## src/rtl/fabric_config_pkg.sv

```systemverilog
// fabric_config_pkg: states, word width and default timing for the configuration sequencer
package fabric_config_pkg;
    localparam int CFG_WORD_W       = 32;
    localparam int CNT_W            = 16;
    localparam int DEF_ADDR_W       = 12;
    localparam int DEF_SETUP_CYCLES = 2;
    localparam int DEF_GAP_CYCLES   = 2;
    localparam int DEF_POST_CYCLES  = 100;
    localparam int DEF_RST_CYCLES   = 5;
    typedef enum logic [3:0] {
        S_IDLE, S_FETCH, S_WAIT, S_SETUP, S_STROBE, S_GAP, S_POST, S_URST, S_RUN
    } state_t;
endpackage

```

## src/rtl/fabric_config_sequencer.sv

```systemverilog
// fabric_config_sequencer: streams a stored bitstream into the self-write port, then releases the user design
module fabric_config_sequencer
    import fabric_config_pkg::*;
#(
    parameter int ADDR_W       = DEF_ADDR_W,
    parameter int SETUP_CYCLES = DEF_SETUP_CYCLES,
    parameter int GAP_CYCLES   = DEF_GAP_CYCLES,
    parameter int POST_CYCLES  = DEF_POST_CYCLES,
    parameter int RST_CYCLES   = DEF_RST_CYCLES
) (
    input  logic                  CLK,
    input  logic                  resetn,
    input  logic                  start,
    input  logic [ADDR_W:0]       word_count,
    output logic                  mem_rd,
    output logic [ADDR_W-1:0]     mem_addr,
    input  logic [CFG_WORD_W-1:0] mem_rdata,
    input  logic                  ComActive,
    output logic [CFG_WORD_W-1:0] SelfWriteData,
    output logic                  SelfWriteStrobe,
    output logic                  user_rst,
    output logic                  user_en,
    output logic                  busy,
    output logic                  done
);
    localparam logic [CNT_W-1:0] SETUP_LD = CNT_W'(SETUP_CYCLES - 1);
    localparam logic [CNT_W-1:0] GAP_LD   = CNT_W'(GAP_CYCLES - 2);
    localparam logic [CNT_W-1:0] POST_LD  = CNT_W'(POST_CYCLES - 1);
    localparam logic [CNT_W-1:0] RST_LD   = CNT_W'(RST_CYCLES - 1);

    state_t                  state_q, state_d;
    logic [ADDR_W:0]         idx_q, idx_d, count_q, count_d;
    logic [CNT_W-1:0]        cnt_q, cnt_d;
    logic [CFG_WORD_W-1:0]   data_q, data_d;
    logic                    go, last_word, gap_end;

    always_comb begin
        state_d   = state_q;
        idx_d     = idx_q;
        count_d   = count_q;
        cnt_d     = (cnt_q != '0) ? cnt_q - CNT_W'(1) : cnt_q;
        data_d    = (state_q == S_WAIT) ? mem_rdata : data_q;
        go        = start && (state_q == S_IDLE || state_q == S_RUN);
        last_word = (idx_q + (ADDR_W+1)'(1)) == count_q;
        // The gap is counted from the strobe cycle, so a one-cycle gap skips the GAP state.
        gap_end   = (state_q == S_GAP && cnt_q == '0) || (state_q == S_STROBE && GAP_CYCLES == 1);
        if (go) begin
            count_d = word_count;
            idx_d   = '0;
            state_d = (word_count == '0) ? S_POST : S_FETCH;
            cnt_d   = POST_LD;
        end else if (gap_end) begin
            // The index stops on the last word so mem_addr never wraps to 0.
            idx_d   = last_word ? idx_q : idx_q + (ADDR_W+1)'(1);
            state_d = last_word ? S_POST : S_FETCH;
            cnt_d   = POST_LD;
        end else begin
            case (state_q)
                S_FETCH:  state_d = ComActive ? S_FETCH : S_WAIT;
                S_WAIT:   begin state_d = S_SETUP; cnt_d = SETUP_LD; end
                S_SETUP:  state_d = (cnt_q == '0) ? S_STROBE : S_SETUP;
                S_STROBE: begin state_d = S_GAP; cnt_d = GAP_LD; end
                S_POST:   if (cnt_q == '0) begin state_d = S_URST; cnt_d = RST_LD; end
                S_URST:   state_d = (cnt_q == '0) ? S_RUN : S_URST;
                default:  state_d = state_q;
            endcase
        end
    end

    always_ff @(posedge CLK or negedge resetn) begin
        if (!resetn) begin
            state_q <= S_IDLE;
            idx_q   <= '0;
            count_q <= '0;
            cnt_q   <= '0;
            data_q  <= '0;
        end else begin
            state_q <= state_d;
            idx_q   <= idx_d;
            count_q <= count_d;
            cnt_q   <= cnt_d;
            data_q  <= data_d;
        end
    end

    assign mem_rd          = (state_q == S_FETCH) && !ComActive;
    assign mem_addr        = idx_q[ADDR_W-1:0];
    assign SelfWriteData   = data_q;
    assign SelfWriteStrobe = (state_q == S_STROBE);
    assign user_rst        = (state_q == S_URST);
    assign user_en         = (state_q == S_RUN);
    assign done            = (state_q == S_RUN);
    assign busy            = (state_q != S_IDLE) && (state_q != S_RUN);
endmodule

```

## config.mk

```make
export PLATFORM = sky130hd
export DESIGN_NAME = fabric_config_sequencer
export DESIGN_NICKNAME = d
export VERILOG_FILES = /design/src/rtl/fabric_config_pkg.sv /design/src/rtl/fabric_config_sequencer.sv
export SDC_FILE = /design/constraint.sdc
export NUM_CORES = 1
export LEC_CHECK = 0
export CAP_MARGIN = 20
export CELL_PAD_IN_SITES_DETAIL_PLACEMENT = 1
export CELL_PAD_IN_SITES_GLOBAL_PLACEMENT = 2
export CORE_MARGIN = 2
export CORE_UTILIZATION = 28
export DETAILED_ROUTE_END_ITERATION = 8
export HOLD_SLACK_MARGIN = 0.08
export PLACE_DENSITY_LB_ADDON = 0.1
export SYNTH_ARGS = -nofsm -noshare
export SYNTH_HDL_FRONTEND = slang
export SYNTH_SLANG_ARGS = --single-unit
```

## constraint.sdc

```tcl
create_clock -name CLK -period 2.8 [get_ports CLK]
set_input_delay 0.56 -clock CLK [delete_from_list [all_inputs] [get_ports CLK]]
set_output_delay 0.56 -clock CLK [all_outputs]
set_load 0.1 [all_outputs]
```

* After elaboration in Yosys (flattened, before gate mapping)
Cells that the tools add are included.
** Storage, ports and cells
- Bits in registers :: 78
- Bits in latches :: 0
- RAM bits :: 0
- ROM bits :: 0
- Input port bits :: 49
- Output and inout bits :: 50
- Logic and storage cells :: 51
- Memories :: 0
** Operators by class
- $add $sub $neg :: 2
- Multiply operators :: 0
- Divide/modulo/power cells :: 0
- $lt $le $gt $ge :: 0
- Eq/ne operators :: 12
- Shift operators :: 0
- Muxes and demuxes :: 17
- Bitwise logic cells :: 0
- Reductions and logical operators :: 15
** Operators by type and width (number)
- 16-bit two-way mux :: 4
- 16-bit one-hot mux with 3 select lines :: 1
- 13-bit two-way mux :: 3
- 4-bit one-hot mux with 6 select lines :: 1
- 4-bit by 3-bit equality test with 1-bit output, second input constant :: 4
- 16-bit zero test :: 1
- 4-bit two-way mux :: 4
- 16-bit nonzero test :: 1
- 16-bit by 1-bit subtractor with 16-bit output, second input constant :: 1
- 13-bit by 1-bit adder with 13-bit output, second input constant :: 1
- 13-bit equality test :: 1
- 13-bit zero test :: 1
- 3-bit two-way mux :: 3
- 4-bit by 2-bit equality test with 1-bit output, second input constant :: 2
- 4-bit inequality test, second input constant :: 2
- 8-bit nonzero test :: 1
- 4-bit by 1-bit equality test with 1-bit output, second input constant :: 1
- 4-bit equality test, second input constant :: 1
- 1-bit logical AND :: 4
- 4-bit zero test :: 1
- 2-bit AND reduction :: 2
- 4-bit nonzero test :: 1
- 2-bit two-way mux :: 1
- 2-bit inequality test, second input constant :: 1
- other kinds (3) :: 3

* Longest topological paths before layout
- Depth in word-level cells :: 6
- Depth in mapped cells :: 12
- Mapped depth without buffers :: 10

* Worst setup path before layout
OpenSTA, ideal clock, no wires.
- Path type :: register -> output
- From :: register state_q[2]
- To :: output mem_rd
- Arrival :: 3840 ps
- Required time :: 2240 ps
- Slack :: -1600 ps
- Stages on the path, launching flop included :: 4
- Buffers on the path :: 1
- Cell sequence :: dfrtp_1 > clkbuf_1 > nor2_1 > nor4b_1
** On the way
- Cells in the longest elaborated chain, start to end :: 2
** Ends and longest elaborated chain
- start, declared :: line fabric_config_sequencer.sv:31 : state_t state_q, state_d;
- start signal, assigned :: line fabric_config_sequencer.sv:78 : state_q <= state_d;
- 4-bit by 1-bit equality test with 1-bit output :: line fabric_config_sequencer.sv:86 : assign mem_rd = (state_q == S_FETCH) && !ComActive;
- 1-bit logical AND :: line fabric_config_sequencer.sv:86
- end, declared :: line fabric_config_sequencer.sv:15 : output logic mem_rd,
Every way passes these cells.

* Worst setup path after layout
- From :: register cnt_q[7]
- To :: register idx_q[5]
** On the way
- Cells in the longest elaborated chain, start to end :: 4
** Ends and longest elaborated chain
- start, declared :: line fabric_config_sequencer.sv:33 : logic [CNT_W-1:0] cnt_q, cnt_d;
- start signal, assigned :: line fabric_config_sequencer.sv:81 : cnt_q <= cnt_d;
- 16-bit zero test :: line fabric_config_sequencer.sv:46 : gap_end = (state_q == S_GAP && cnt_q == '0) || (state_q == S_STROBE && GAP_CYCLES == 1);
- 1-bit logical AND :: line fabric_config_sequencer.sv:46
- 2-bit nonzero test (no line)
- 2-bit AND reduction (no line)
- end signal, assigned :: line fabric_config_sequencer.sv:79 : idx_q <= idx_d;
- end, declared :: line fabric_config_sequencer.sv:32 : logic [ADDR_W:0] idx_q, idx_d, count_q, count_d;
Every way passes these cells.
A chain may end at the register's enable or synchronous reset.

==> reports/results.tsv <==
metric	value	unit
place_congestion	0.746	
worst_clock_skew	5.51	ps
grt_max_degree	47	
postCtsSetupBuffers	0	
synth_simple_gate_area_share	19.8	%
slew_headroom	69.0	%
num_vias	3551	
die_h	126	um
end_kind	flop	
cts_sinks	78	
synth.area.mux_share	9.10	%
period_minus_slack	2660	ps
layout_commonest_cell	dfrtp_1	
firstDrtPassIters	4	
crit_end	idx_q[5]	
synth_edf_count	0	
place_area	5390	um^2
period_share	95.0	%
diodes	0	
critPathMaxFanout	21	
cts_max_level	3	
critPathTopFamily	simple AND/OR/NAND/NOR gates	
finalHoldViolCount	0	
cpMaxStageDelayCell	or4_4	
coreArea	14600	um^2
path_class	reg -> reg	
ys_ff_latch	78	
fmax	0.376	GHz
start_util	28.7	%
holdCritPathClass	in -> async	
synth_xor_xnor_area_share	6.19	%
cts-buffers-inserted	9	
syn_to_final_growth	37.9	%
async_reset_ff_share	100	%
status	finished, final reports clean	
root_buffer	clkbuf_16	
ctsLongestPathBuffers	2	
nNetsFinal	580	
tightest_slew	459	ps
cp.depth	9	
grt_pass1_wl	19.5	mm
cpPeakStageDelay	560	ps
crit_chain	or4_4 -> or3_1 -> nor3_4 -> inv_4 -> nor2_4 -> o31ai_4 -> buf_12 -> or4_1 -> a21oi_1	
rsz0062_at_grt	false	
die-area	15900	um^2
reg2reg_to	idx_q[5]	
antenna_found_initial	1	
synth-compound-area-share	11.8	%
antenna_left	0	
required	3060	ps
dr.first_iter.drc_count	148	
drv_cap	0	
r2r_start	cnt_q[7]	
stdcell_area	5770	um^2
dieWidth	126	um
crit_path_start	cnt_q[7]	
drc_errors	0	
synth_cell_types	59	
cp-start-kind	flop	
rr_worst_depth	9	
drv_slew	0	
ys.warnings.count	0	
critical_path_arrival	2920	ps
drive_gt1_share	26.8	%
cts_tree	built	
grt_overflow	0	
port_buffers	98	
hpwlAfterDp	8.68	mm
path_clk_slew	60	ps
syn_nets	477	
final_cell_mix	dfrtp_1 (78), buf_4 (74), nand2_1 (64), clkdlybuf4s50_1 (47), mux2_2 (32)	
critPathBufInv	2	
finalSetupViolations	0	
wl	11.7	mm
synth.avg_cell_area	9.84	um^2
synth_top_family_by_area	simple AND/OR/NAND/NOR gates	
num_io_pins	99	
hold_slack	163	ps
wire_per_inst	16.3	um
r2r_setup_slack	140	ps
syn_area	4180	um^2
synthAdderAreaFrac	0.898	%
grt_usage	15.3	%
vias_per_cell	4.95	
yosysSeqAreaShare	46.7	%
grt_pass1_vias	3801	
synth-main-ff-cell	dfrtp_1	
synthCells	425	
clock_latency	340	ps
num_rows	44	
synthesized netlist by cell type (all sizes together), types with 4 or more instances:
library cell	instances	share of area [%]
a21o	6	1.1
a21oi	19	2.3
a31oi	9	1.3
and2	5	0.75
and3	4	0.60
buf	20	3.4
clkbuf	16	1.4
dfrtp	78	47
inv	7	0.69
mux2	32	8.6
nand2	64	5.7
nand2b	4	0.60
nand3	8	0.96
nand4	4	0.60
nor2	33	3.1
nor3	9	1.3
nor4	6	0.90
o21ai	11	1.3
o31ai	6	1.2
or3	8	1.2
or4	8	1.5
xnor2	19	4.0
xor2	8	1.7
cell families (layout without fill, tap and decap cells):
logic type | after synthesis | count (layout)
AND/OR/NAND/NOR | 166 | 166
adder cells (fa/ha/maj) | 3 | 3
multiplexers | 34 | 34
AO/OA/AOI/OAI | 73 | 73
buffers and inverters | 43 | 151
XOR/XNOR | 28 | 28
flip-flops | 78 | 78
stage by stage:
step | worst slack [ps] | std cells | util (%) | setup TNS, ps
CTS | 46.6 | 716 | 39.3 | 0
finish | 139 | 717 | 39.5 | 0
detailed placement | 74.9 | 700 | 36.9 | 0
global route | 6.59 | 717 | 39.5 | 0
global placement | 154 | 700 | 36.9 | 0
floorplan | -181 | 425 | - | -181
worst reg2reg max path: stages (launching register included):
cell and delay (ps):
dfrtp_1 430, or4_4 560, or3_1 390, nor3_4 190
inv_4 50, nor2_4 140, o31ai_4 100, buf_12 160
or4_1 400, a21oi_1 160
worst min-delay path by stage:
stage	from	end	slack, ps
floorplan	resetn	SelfWriteData[0]	260
global placement	count_q[12]	count_q[12]	480
detailed placement	count_q[0]	count_q[0]	490
CTS	resetn	SelfWriteData[11]	170
global route	resetn	SelfWriteData[10]	190
finish	resetn	SelfWriteData[11]	160
layer usage:
metal | track usage, % | up-vias | wire length (um)
li1 | - | 1704 | -
met1 | 20.6 | 1739 | 5680
met2 | 23.3 | 93 | 5080
met3 | 4.63 | 13 | 749
met4 | 5.37 | 2 | 182
met5 | 0 | - | 13
final cells by class:
type / instances / area [um^2]
Sequential cell: 78 / 1950
Inverter: 7 / 28.8
Clock buffer: 11 / 243
Clock inverter: 5 / 106
Tap cell: 184 / 230
Multi-Input combinational cell: 304 / 2040
Timing Repair Buffer: 128 / 1170
Fill cell: 1639 / 8820
registers in the layout, indices dropped and copies added (netlist names):
name,cells
SelfWriteData,32
cnt_q,16
count_q,13
idx_q,13
state_q,4
repair_timing:
| action | 4_1_cts | 5_1_grt |
|---|---|---|
| hold buffers | 0 | 0 |
| endpoints found under the setup margin | 0 | 20 |
| gates resized for setup | 0 | 9 |
Power is not shown: default switching activity piles up to over one toggle a cycle in this logic, so the estimate is an artifact.
==> edit 1 (same flow settings) <==
Make the reset (`resetn`) synchronous in one clocked block.
--- a/src/rtl/fabric_config_sequencer.sv
+++ b/src/rtl/fabric_config_sequencer.sv
@@ -67,7 +67,7 @@
         end
     end
 
-    always_ff @(posedge CLK or negedge resetn) begin
+    always_ff @(posedge CLK) begin
         if (!resetn) begin
             state_q <= S_IDLE;
             idx_q   <= '0;
Function: differs if resetn is asserted again (counterexample within 4 cycles, from zero or initial values and one cycle with resetn low); with resetn held inactive, the same outputs for 10 cycles.
==> edit 1 against the original RTL <==
  * Cell area fell by 7.5%
  * First-iteration DRC count grew 18%
  * Area after synthesis decreased by 5.9%
  * Sequential cell count did not move
  * Wire length increased by 4.7%
  * Maximum frequency is 3.8% higher
  * Count of clock-buffer cells in the layout decreased by 2
  * Worst setup slack better by 0.098 ns
  * Critical path type unchanged
  * Largest cell class unchanged
==> edit 1: results <==
set metrics [dict create \
    cts_setup_buffers 0 \
    synthesis.yosys.warnings 0 \
    routed_wl_um 12300 \
    first_global_vias 3896 \
    netlist_top_cells_count "sky130_fd_sc_hd__nand2_1 (118), sky130_fd_sc_hd__dfxtp_1 (78), sky130_fd_sc_hd__a21oi_1 (64), sky130_fd_sc_hd__nor2_1 (35), sky130_fd_sc_hd__clkbuf_1 (21)" \
    met1_length_um 5340 \
    postSynth.asyncResetShare_pct 0 \
    hp-class "register to register" \
    globalplace.congestion 0.792 \
    first_pass_grt_wire_length_um 20000 \
    leakagePower_nw 1.97 \
    number_of_antenna_violations_at_the_first_check_in_global_routing 0 \
    worst-path-max-fanout 15 \
    finalNetCount 642 \
    dr_top_layer "met4" \
    placed_cell_count 759 \
    met3RoutedLength_um 433 \
    detailed_place_hpwl_um 9180 \
    clkLatencyLatePin_ns 0.34 \
    path_clk_slew_ns 0.06 \
    ys_types 58 \
    cts_num_sinks 78 \
    worst_clk_skew_ns 0.00530 \
    clockRootBuffer "sky130_fd_sc_hd__clkbuf_16" \
    vias 3832 \
    dr.pass1.iters 4 \
    met2WireLength_um 6280 \
    synth_seq_area_share_pct 39.7 \
    slew-limit-headroom_pct 62.2 \
    cts.repair.resized 0 \
    grt_use_total_pct 17.2 \
    h-tree-depth 3 \
    tritoncts.num_buffers 9 \
    port_buffers 98 \
    top_cells_by_area_synth "sky130_fd_sc_hd__dfxtp_1 (40%), sky130_fd_sc_hd__nand2_1 (11%), sky130_fd_sc_hd__a21oi_1 (8.1%), sky130_fd_sc_hd__xnor2_1 (4.0%), sky130_fd_sc_hd__nor2_1 (3.3%)" \
    largest_reg_flops 32 \
    vdd_drop_max_mv 0.684 \
    status "finished, final reports clean" \
    antenna-diode-count 0 \
    synth_fp_nets 556 \
    grt_max_degree 41 \
    critPathArrivalTime_ns 2.84 \
    number_of_design_rule_violations_left_by_the_first_detailed_router_iteration 174 \
    clock_tree.buffer_depth 2 \
    drive_gt1_share_pct 17.6 \
    route.detailed.wl_per_inst_um 15.8 \
    ys.flop_type "sky130_fd_sc_hd__dfxtp_1" \
    syn_inst 504 \
]
==> edit 1: cell count changes in the layout (fill, tap and decap cells not counted), sizes merged, moves of 6 or more <==
cell,unedited run,this run
buf,81,70
mux2,32,1
nand2,64,119
dfrtp,78,0
o21ai,11,20
a21oi,19,68
nand3,8,14
dfxtp,0,78
==> edit 1: cell families after synthesis <==
logic type	after synthesis	share of synthesized area, %
AOI/OAI and AO/OA	117	18.3
xor gates and xnor gates	26	5.79
adders and majority gates	3	0.954
buffers and inverters	52	6.84
DFF	78	39.7
muxes	3	0.795
and+or+nand+nor	225	27.6
==> edit 1: power breakdown <==
| part | internal [W] | switching [W] |
|---|---|---|
| clock network | 0.000873 | 0.000487 |
| logic | 0.000941 | 0.00192 |
| registers | 0.00134 | 0.000254 |
| total | 0.00316 | 0.00266 |
==> edit 1: metal layers <==
| metal | global-route usage [%] | up-vias |
|---|---|---|
| met3 | 4.14 | 16 |
| li1 | - | 1908 |
| met1 | 20.7 | 1852 |
| met5 | 0 | - |
| met2 | 30.0 | 56 |
| met4 | 5.53 | 0 |
==> edit 1: worst paths after layout <==
path	start	to	slack, ns	cells past startpoint
worst max register to register	idx_q[1]	idx_q[9]	0.24	8
worst min-delay path	SelfWriteData[28]	SelfWriteData[28]	0.46	2
worst max-delay path	idx_q[1]	idx_q[9]	0.24	8
worst min register to register	SelfWriteData[28]	SelfWriteData[28]	0.46	2
==> edit 1: stage by stage <==
step                      util (%)  total power (W)  TNS (ns)  cell area [um2]  setup WS [ns]
after floorplan                  -          0.00373    -0.402             3940         -0.402
after global placement        36.1          0.00446         0             4990          0.334
after detailed placement      36.1          0.00450         0             4990          0.243
after CTS                     38.6          0.00592         0             5340          0.222
after global routing          38.6          0.00627         0             5340         0.0175
final                         38.6          0.00582         0             5340          0.236
==> edit 1: area by class of cell <==
cell class                      count  area (um2)
Clock buffer                        9         225
Tap cell                          180         225
Sequential cell                    78        1560
Multi-Input combinational cell    374        2110
Timing Repair Buffer              118        1060
Clock inverter                      7         123
Inverter                            9        33.8
Fill cell                        1659        8490
==> edit 1: worst max-delay path, cell delays in order (launching register included) <==
cell,delay [ns]
sky130_fd_sc_hd__dfxtp_1,0.38
sky130_fd_sc_hd__ha_1,0.32
sky130_fd_sc_hd__and3_1,0.28
sky130_fd_sc_hd__a31oi_1,0.13
sky130_fd_sc_hd__a211o_1,0.28
sky130_fd_sc_hd__a32o_1,0.24
sky130_fd_sc_hd__a41o_2,0.34
sky130_fd_sc_hd__or4_1,0.42
sky130_fd_sc_hd__o21ai_1,0.09
==> edit 2 (same settings) <==
Without the edit above. Set the package constant `CNT_W` to 32 (it was 16).
--- a/src/rtl/fabric_config_pkg.sv
+++ b/src/rtl/fabric_config_pkg.sv
@@ -1,7 +1,7 @@
 // fabric_config_pkg: states, word width and default timing for the configuration sequencer
 package fabric_config_pkg;
     localparam int CFG_WORD_W       = 32;
-    localparam int CNT_W            = 16;
+    localparam int CNT_W            = 32;
     localparam int DEF_ADDR_W       = 12;
     localparam int DEF_SETUP_CYCLES = 2;
     localparam int DEF_GAP_CYCLES   = 2;
Check against the original RTL: no difference found for any inputs over 10 cycles, from zero or initial values and one cycle with resetn low; that may be too few to reach the edited logic, so the function may still have changed.
==> edit 2 against the original RTL <==
  * Worst setup slack lost 0.14 ns
  * Area after synthesis grew 18%
  * Synthesized cell count grew 11%
  * Cell area grew 17%
  * Sequential share of layout area grew 1.0 points
  * First-iteration DRC count shrank 34%
  * Wire length grew 19%
  * Non-clock buffer count grew 19
  * The run now ends with setup timing left
  * Sequential cell count grew 16
==> edit 2: results <==
set metrics [dict create \
    status "finished with violations" \
    failed_checks "setup timing" \
    vdd_drop_max_mv 0.783 \
    globalplace.congestion 0.732 \
    slowest_delay_ns 0.56 \
    antenna-diode-count 0 \
    number_of_antenna_violations_at_the_first_check_in_global_routing 0 \
    h-tree-depth 3 \
    synth_fp_nets 523 \
    worst-path-max-fanout 6 \
    dpl_cell_area_mm2 0.00622 \
    timing.max_cap.violations 0 \
    slew-limit-headroom_pct 60.2 \
    finalNetCount 644 \
    clockRootBuffer "sky130_fd_sc_hd__clkbuf_16" \
    hp-class "input port to async pin" \
    drive_gt1_share_pct 29.8 \
    leakagePower_nw 3.00 \
    synth_seq_area_share_pct 47.5 \
    reg2reg_depth 10 \
    grt_max_degree 58 \
    number_of_design_rule_violations_left_by_the_first_detailed_router_iteration 97 \
    port_buffers 98 \
    synthesis.yosys.warnings 0 \
    clock_tree.buffer_depth 2 \
    ys_types 55 \
    timing.rr.start "idx_q[3]" \
    route.detailed.wl_per_inst_um 17.0 \
    grt_use_total_pct 15.9 \
    worst_r2r_endpoint "idx_q[6]" \
    power_sequential_w 0.00240 \
    tritoncts.num_buffers 9 \
    vias 3945 \
    worst_clk_skew_ns 0.0108 \
    postSynth.asyncResetShare_pct 100 \
    detailed_place_hpwl_um 10100 \
    first_global_vias 4262 \
    fillerInstances 1925 \
    post-route-worst-setup-slack_ns -0.00470 \
    p_sw_w 0.00443 \
    finalSetupViolCount 3 \
    first_pass_grt_wire_length_um 23000 \
    path_clk_slew_ns 0.07 \
    netlist_top_cells_count "sky130_fd_sc_hd__dfrtp_1 (94), sky130_fd_sc_hd__nor2_1 (63), sky130_fd_sc_hd__mux2_2 (45), sky130_fd_sc_hd__xnor2_1 (31), sky130_fd_sc_hd__nor3_1 (24)" \
    clkLatencyLatePin_ns 0.35 \
    power_combinational_w 0.00504 \
    dr.pass1.iters 4 \
    top_cells_by_area_synth "sky130_fd_sc_hd__dfrtp_1 (48%), sky130_fd_sc_hd__mux2_2 (10%), sky130_fd_sc_hd__xnor2_1 (5.5%), sky130_fd_sc_hd__nor2_1 (4.8%), sky130_fd_sc_hd__buf_4 (2.7%)" \
    cell_family_with_most_cp_delay "simple AND/OR/NAND/NOR gates" \
    pwr.group.clock_w 0.00146 \
    pre_cts_ws_ns -0.0348 \
]
==> edit 2: cell types whose count changed after synthesis, moves of 5 or more <==
cell,delta
sky130_fd_sc_hd__nor2_1,+31
sky130_fd_sc_hd__a21oi_1,-8
sky130_fd_sc_hd__xor2_1,+7
sky130_fd_sc_hd__a211o_1,+6
sky130_fd_sc_hd__mux2_2,+13
sky130_fd_sc_hd__nor4_1,+5
sky130_fd_sc_hd__nand2_1,-43
sky130_fd_sc_hd__buf_4,+5
sky130_fd_sc_hd__a31oi_1,-8
sky130_fd_sc_hd__dfrtp_1,+16
sky130_fd_sc_hd__xnor2_1,+12
sky130_fd_sc_hd__nor3_1,+16
==> edit 2: layout make-up <==
cell class                 count  area [um2]  share of cell area [%]
inverter                       8        30.0                   0.445
timing repair buffer         147        1340                    19.9
clock buffer                  10         239                    3.54
clock inverter                 6         115                    1.71
multi-input combinational    332        2380                    35.4
tap                          225         282                    4.17
sequential                    94        2350                    34.9
==> edit 2: through the flow <==
stage,utilization (%),hold slack [ns],TNS (ns),instances
6_report,39.0,0.180,-0.0108,822
3_5_place_dp,36.0,0.497,-0.142,792
2_1_floorplan,-,0.264,-0.155,471
5_1_grt,39.0,0.207,-0.925,822
4_1_cts,38.6,0.196,0,818
3_3_place_gp,36.0,0.491,0,792
==> edit 2: worst max-delay path by stage <==
stage | to | from | cells past startpoint
finish | idx_q[6] | idx_q[3] | 10
CTS | idx_q[10] | idx_q[3] | 10
global placement | idx_q[6] | idx_q[0] | 8
global route | idx_q[12] | idx_q[3] | 10
floorplan | mem_rd | state_q[0] | 3
detailed placement | idx_q[6] | idx_q[0] | 8
==> edit 2: repair_timing <==
item | in CTS | in global routing
endpoints found under the hold margin | 0 | 0
hold buffers | 0 | 0
pin swaps | 5 | 3
cloned | 2 | 1
endpoints found under the setup margin | 6 | 19
gates resized for setup | 9 | 4
buffers inserted | 8 | 3
==> edit 2: logic make-up after synthesis <==
family | count (synthesis) | synth area share (%)
simple gates | 177 | 18.5
flops | 94 | 47.5
compound gates | 58 | 8.45
xor+xnor | 49 | 9.41
buf+inv | 45 | 5.16
mux | 45 | 10.2
fa+ha+maj | 3 | 0.759
==> edit 2: metal layers <==
| layer | share of wire (%) | GRT usage [%] | vias to the layer above |
|---|---|---|---|
| met5 | 0 | 0 | - |
| met4 | 0.89 | 3.44 | 0 |
| met3 | 2.5 | 3.70 | 11 |
| met2 | 53 | 27.3 | 36 |
| met1 | 44 | 20.3 | 2006 |
| li1 | - | - | 1892 |
==> edit 2: worst reg2reg max path: cells and delay by family (launching register included) <==
family / cells / cell delay [ns]
compound gates: 2 / 0.37
xor+xnor: 2 / 0.28
buf+inv: 3 / 0.47
flops: 1 / 0.39
simple gates: 3 / 1.24
